[src/rtl/imem_loader.sv]
// rtl/imem_loader.sv - byte-stream program loader driving the instruction-memory write port
// Header is a 16-bit little-endian word count, followed by little-endian 32-bit words.
module imem_loader #(
  parameter int ADDR_WIDTH = 8
) (
  input  logic                  clk,
  input  logic                  reset_n,
  input  logic                  start,
  input  logic [7:0]            in_data,
  input  logic                  in_valid,
  output logic                  in_ready,
  output logic                  mem_we,
  output logic [ADDR_WIDTH-1:0] mem_addr,
  output logic [31:0]           mem_wdata,
  output logic                  core_hold,
  output logic                  done,
  output logic                  error
);

  localparam logic [16:0] CAP = 17'(2**ADDR_WIDTH);

  typedef enum logic [2:0] {
    S_IDLE,
    S_LEN_LO,
    S_LEN_HI,
    S_DATA,
    S_DONE,
    S_ERROR
  } state_t;

  state_t                state, state_nx;
  logic [7:0]            count_lo;
  logic [15:0]           words_left;
  logic [1:0]            byte_cnt;
  logic [23:0]           word;
  logic [ADDR_WIDTH-1:0] word_idx;
  logic                  accept;
  logic                  restart;
  logic [15:0]           full_count;

  assign accept     = in_valid & in_ready;
  assign restart    = start & ((state == S_IDLE) | (state == S_DONE) | (state == S_ERROR));
  assign full_count = {in_data, count_lo};

  // Status outputs depend on state alone so they settle the same cycle the FSM moves.
  assign in_ready  = (state == S_LEN_LO) | (state == S_LEN_HI) | (state == S_DATA);
  assign done      = (state == S_DONE);
  assign error     = (state == S_ERROR);
  assign core_hold = (state != S_DONE);

  always_ff @(posedge clk or negedge reset_n) begin
    if (!reset_n) begin
      state <= S_IDLE;
    end else begin
      state <= state_nx;
    end
  end

  always_comb begin
    state_nx = state;
    case (state)
      S_IDLE, S_DONE, S_ERROR: begin
        if (start) state_nx = S_LEN_LO;
      end
      S_LEN_LO: begin
        if (accept) state_nx = S_LEN_HI;
      end
      S_LEN_HI: begin
        if (accept) begin
          if (full_count == 16'd0)              state_nx = S_DONE;
          else if ({1'b0, full_count} > CAP)    state_nx = S_ERROR;
          else                                  state_nx = S_DATA;
        end
      end
      S_DATA: begin
        if (accept && (byte_cnt == 2'd3) && (words_left == 16'd1)) state_nx = S_DONE;
      end
      default: state_nx = S_IDLE;
    endcase
  end

  always_ff @(posedge clk or negedge reset_n) begin
    if (!reset_n) begin
      count_lo   <= '0;
      words_left <= '0;
      byte_cnt   <= '0;
      word       <= '0;
      word_idx   <= '0;
      mem_we     <= 1'b0;
      mem_addr   <= '0;
      mem_wdata  <= '0;
    end else begin
      mem_we <= 1'b0;
      if (restart) begin
        count_lo   <= '0;
        words_left <= '0;
        byte_cnt   <= '0;
        word_idx   <= '0;
      end else if (accept) begin
        case (state)
          S_LEN_LO: count_lo <= in_data;
          S_LEN_HI: words_left <= full_count;
          S_DATA: begin
            byte_cnt <= byte_cnt + 2'd1;
            case (byte_cnt)
              2'd0: word[7:0]   <= in_data;
              2'd1: word[15:8]  <= in_data;
              2'd2: word[23:16] <= in_data;
              default: begin
                mem_wdata  <= {in_data, word};
                mem_addr   <= word_idx;
                mem_we     <= 1'b1;
                word_idx   <= word_idx + 1'b1;
                words_left <= words_left - 16'd1;
              end
            endcase
          end
          default: ;
        endcase
      end
    end
  end

endmodule

[config.mk]
export PLATFORM = sky130hd
export DESIGN_NAME = imem_loader
export DESIGN_NICKNAME = d
export VERILOG_FILES = /design/src/rtl/imem_loader.sv
export SDC_FILE = /design/constraint.sdc
export NUM_CORES = 1
export LEC_CHECK = 0
export CORE_UTILIZATION = 55
export DETAILED_ROUTE_END_ITERATION = 8
export PLACE_DENSITY = 0.75
export RECOVER_POWER = 50
export SYNTH_ARGS = -nofsm -noshare
export SYNTH_HDL_FRONTEND = slang
export SYNTH_SLANG_ARGS = --single-unit
[constraint.sdc]
create_clock -name clk -period 2.3 [get_ports clk]
set_input_delay 0.23 -clock clk [delete_from_list [all_inputs] [get_ports clk]]
set_output_delay 0.23 -clock clk [all_outputs]
set_load 0.02 [all_outputs]
## Yosys cells after proc, flatten, opt, wreduce, memory -nomap -nowiden

Cells that the tools add are included.

- Add/subtract/negate cells: 3
- $lt $le $gt $ge: 1
- Equal/unequal tests: 16
- Multiplexer cells: 25
- Bitwise operators: 8
- Reduce and logical (&&, ||, !) cells: 20

Operators with widths:

| operator | number |
|---|---|
| $mux 8 | 7 |
| $mux 16 | 3 |
| $pmux 16 s2 | 1 |
| $reduce_and 4->1 | 5 |
| $mux 3 | 6 |
| $eq 16x1->1 const B | 1 |
| $gt 16x9->1 const B | 1 |
| $logic_not 16->1 | 1 |
| $sub 16x1->16 const B | 1 |
| $pmux 3 s4 | 1 |
| $add 8x1->8 const B | 1 |
| $eq 3x2->1 const B | 2 |
| $eq 3x3->1 const B | 2 |
| $mux 2 | 3 |
| $ne 2x2->1 const B | 3 |
| $ne 3x3->1 const B | 2 |
| $reduce_and 3->1 | 2 |
| $reduce_bool 2->1 | 3 |
| $reduce_or 3->1 | 2 |
| $eq 2x2->1 const B | 2 |
| $mux 1 | 4 |
| $ne 2x1->1 const B | 2 |
| $or 1x1->1 | 4 |
| $reduce_and 2->1 | 2 |
| 9 further kinds | 12 |

- Bits in registers: 102
- Input bits: 12
- Output and inout port bits: 45
- Logic and storage cells: 84

## Longest topological paths before layout

- Word-level depth: 8
- Depth in mapped cells: 7
- Mapped depth without buffers: 7

## Worst setup path before layout

OpenSTA, ideal clock, no wires.

- Kind: reg2reg
- From: register words_left[5]
- To: register words_left[10]
- Setup time: 129 ps
- Data arrival time: 1543 ps
- Data required time: 2171 ps
- Setup slack: 628 ps
- Cell stages (with the launch flop): 6
- Path buffers: 0
- Period minus slack after synthesis: 1672 ps
- Cells stage by stage: dfrtp_1 > or4_4 > nor3_1 > a21oi_1 > o21ai_0 > nand3_1

- Cells in the longest elaborated chain, start to end: 5

Ends and longest elaborated chain:

| item | line | RTL |
|---|---|---|
| start: declaration | 33 | `logic [15:0] words_left;` |
| start signal: assignment | 102 | `S_LEN_HI: words_left <= full_count;` |
| start signal: assignment | 114 | `words_left <= words_left - 16'd1;` |
| $sub 16x1->16 | 114 |  |
| $mux 16 | 105 | `case (byte_cnt)` |
| $pmux 16 s2 | 100 | `case (state)` |
| $mux 16 | 99 | `end else if (accept) begin` |
| $mux 16 | 94 | `if (restart) begin` |

No other way between the ends. The select of a mux whose other input is x is not followed.
A chain may end at the register's enable or synchronous reset.

## Worst setup path in the final report

- From: register state[1]
- To: output port error

- Cells in the longest elaborated chain, start to end: 1

Ends and longest elaborated chain:

| item | line | RTL |
|---|---|---|
| start: declaration | 31 | `state_t state, state_nx;` |
| start signal: assignment | 55 | `state <= state_nx;` |
| $eq 3x3->1 | 48 | `assign error = (state == S_ERROR);` |
| end: declaration | 17 | `output logic error` |

No other way between the ends.

==> metrics <==
RSZ-0062 raised after global routing=false; cell area after layout=5580 sq um; area delta synth->final=20.8%; LEAKAGE=2.77 nW; outcome=complete, no violations; global placement routability congestion=0.872; Root Buffer=clkbuf_8; grt total ovfl=0; worst-margin pin slew=805 ps; CTS clk-pin slew, worst paths=100 ps; fin crit share=93.2%; TritonCTS Buffers=9; Pwr per Cell Area=1180 nW/um^2; Syn. warnings=0; multi-input logic area=1920 sq um; die area=8760 sq um; top_reg_cell synth=dfrtp_1; commonest non-fill, non-tap cells in the layout=nand2_1 (142), dfrtp_1 (102), clkdlybuf4s50_1 (37); Total Power=0.00658 W; final WL=10.7 mm; diode count=0; post-DP HPWL=7.38 mm; Starting DRT DRC Count=276; Die Wd=93.6 um; crit end category=output pin; IO buf count=56; mean post-synth cell area=9.54 sq um; CTS tree=done; post-route ant nets=0; Fmax achieved=0.467 GHz; Hold Violations, Final=0; vias in the first global route=3,613; worst setup path category=register to output pin; global-route wire length before repair=18.0 mm; Clk Latency, worst-skew pair=370 ps; Num Clock Sinks=102; maximum vdd drop=0.812 mV; dpl ws=245 ps; Post-Syn Area=4620 sq um; Final nets=570; Seq/Total Area, Yosys=55.3%; syn_nets=504; I/O pins=57; flop and latch count out of synthesis=102; critical path arrival=1910 ps; DRC=0; FF/Latch Area=2550 sq um; final slew viol count=0; Die Ht=93.6 um; synth unique cells=49; H-tree levels=3; Rel. slew slack=46.3%; EDFF count, synth=0; drt pass-1 iters=5; routed via count=3,708; clk buf depth=2; Synth async-reset ratio=100%; placed cell areas=5400 sq um; commonest non-fill, non-tap cell in the layout=nand2_1; Max-Cap Viols=0; All-Layer GR Usage=27.0%; Mapped Cells=484; Final setup viols=0; share of cells above drive strength 1=13.0%; initial core utilization=56.5%; Fillers=645; startpoint types=register; largest net degree at the start of global routing=57; Vias/cell=5.62; Sum Neg Setup Slack=0 ps; row cnt=33; clock skew=6.26 ps; fin util=68.2%; Core ar.=8180 sq um; initial antenna violation count=0; WL per Instance=16.2 um; Critical Path RT=2070 ps; CP max FO=12; Hold Crit Class=input port to async pin; final worst-path setup slack=156 ps; fin crit period=2140 ps
==> cell usage after synthesis (all sizes together), types with 2 or more instances <==
master	instances	area share (%)
nand2	145	12
dfrtp	102	55
nor2	27	2.2
o21ai	25	2.7
mux2	24	5.9
nor3	17	2.0
a21oi	15	1.6
inv	14	1.1
nand3	13	1.5
clkbuf	12	0.98
buf	11	1.0
nor2b	9	1.2
ha	8	2.2
a21o	5	0.81
nor4	5	0.68
a31oi	4	0.54
nand4	4	0.54
o2bb2ai	4	0.89
xor2	4	0.76
a211oi	3	0.49
o21a	3	0.49
xnor2	3	0.57
a31o	2	0.38
and2	2	0.27
nand2b	2	0.27
o31ai	2	0.33
or2	2	0.27
or3	2	0.27
==> worst max-delay path, stage by stage, from the launching register on <==
cell	delay, ps
dfrtp_1	400
buf_4	180
nor2b_1	210
and2_1	160
clkdlybuf4s50_1	600
==> cell type report <==
type / count / share of cell area [%]
Clock inverter: 5 / 0.696
Multi-Input combinational cell: 345 / 34.4
Timing Repair Buffer: 78 / 13.1
Tap cell: 105 / 2.36
Inverter: 14 / 0.942
Sequential cell: 102 / 45.8
Clock buffer: 11 / 2.71
==> through the flow <==
| stage | std cells | hold WS, ps |
|---|---|---|
| 2_1_floorplan | 484 | -65.6 |
| 3_3_place_gp | 643 | 97.7 |
| 3_5_place_dp | 643 | 103 |
| 4_1_cts | 660 | 238 |
| 5_1_grt | 660 | 499 |
| 6_report | 660 | 457 |
==> routing by layer <==
layer | vias up | routed length (um) | GRT usage, % | share of wire (%)
li1 | 1756 | - | - | -
met1 | 1819 | 5040 | 38.4 | 47
met2 | 120 | 4960 | 43.0 | 47
met3 | 13 | 513 | 4.63 | 4.8
met4 | 0 | 150 | 7.44 | 1.4
met5 | - | 0 | 0 | 0
==> what timing repair did <==
item / CTS / global route
setup buffers: 0 / 0
hold endpoints to repair: 14 / 0
gates resized for setup: 0 / 0
hold buffers: 1 / 0
==> cell families after synthesis <==
family	count (synthesis)	synth area share (%)
adders and majority gates	8	2.17
buffers and inverters	37	3.14
xor gates and xnor gates	7	1.33
muxes	25	6.07
AOI/OAI and AO/OA	71	9.73
DFF	102	55.3
and+or+nand+nor	234	22.3
==> state kept, by name (all words and copies together), names as in the netlist, 2 cells and up <==
name,cells
mem_addr,8
word,24
byte_cnt,2
state,3
word_idx,8
words_left,16
count_lo,8
mem_wdata,32
==> where the power goes <==
group / internal [W] / total (W) / switching, W
logic: 0.00117 / 0.00267 / 0.00150
clock network: 0.000466 / 0.00111 / 0.000647
registers: 0.00236 / 0.00279 / 0.000429
==> path summary, 6_finish.rpt <==
| path | start | endpoint | slack (ps) | cells past startpoint |
|---|---|---|---|---|
| max in group asynchronous | reset_n | word_idx[7] | 510 | 3 |
| min in group clk | word[2] | mem_wdata[2] | 470 | 2 |
| worst min register to register | word[2] | mem_wdata[2] | 470 | 2 |
| worst max-delay path | state[1] | error | 160 | 4 |
| worst min-delay path | reset_n | mem_wdata[10] | 460 | 2 |
| worst max register to register | state[0] | word[7] | 280 | 4 |
No activity file was read; power rests on OpenSTA's default activity.
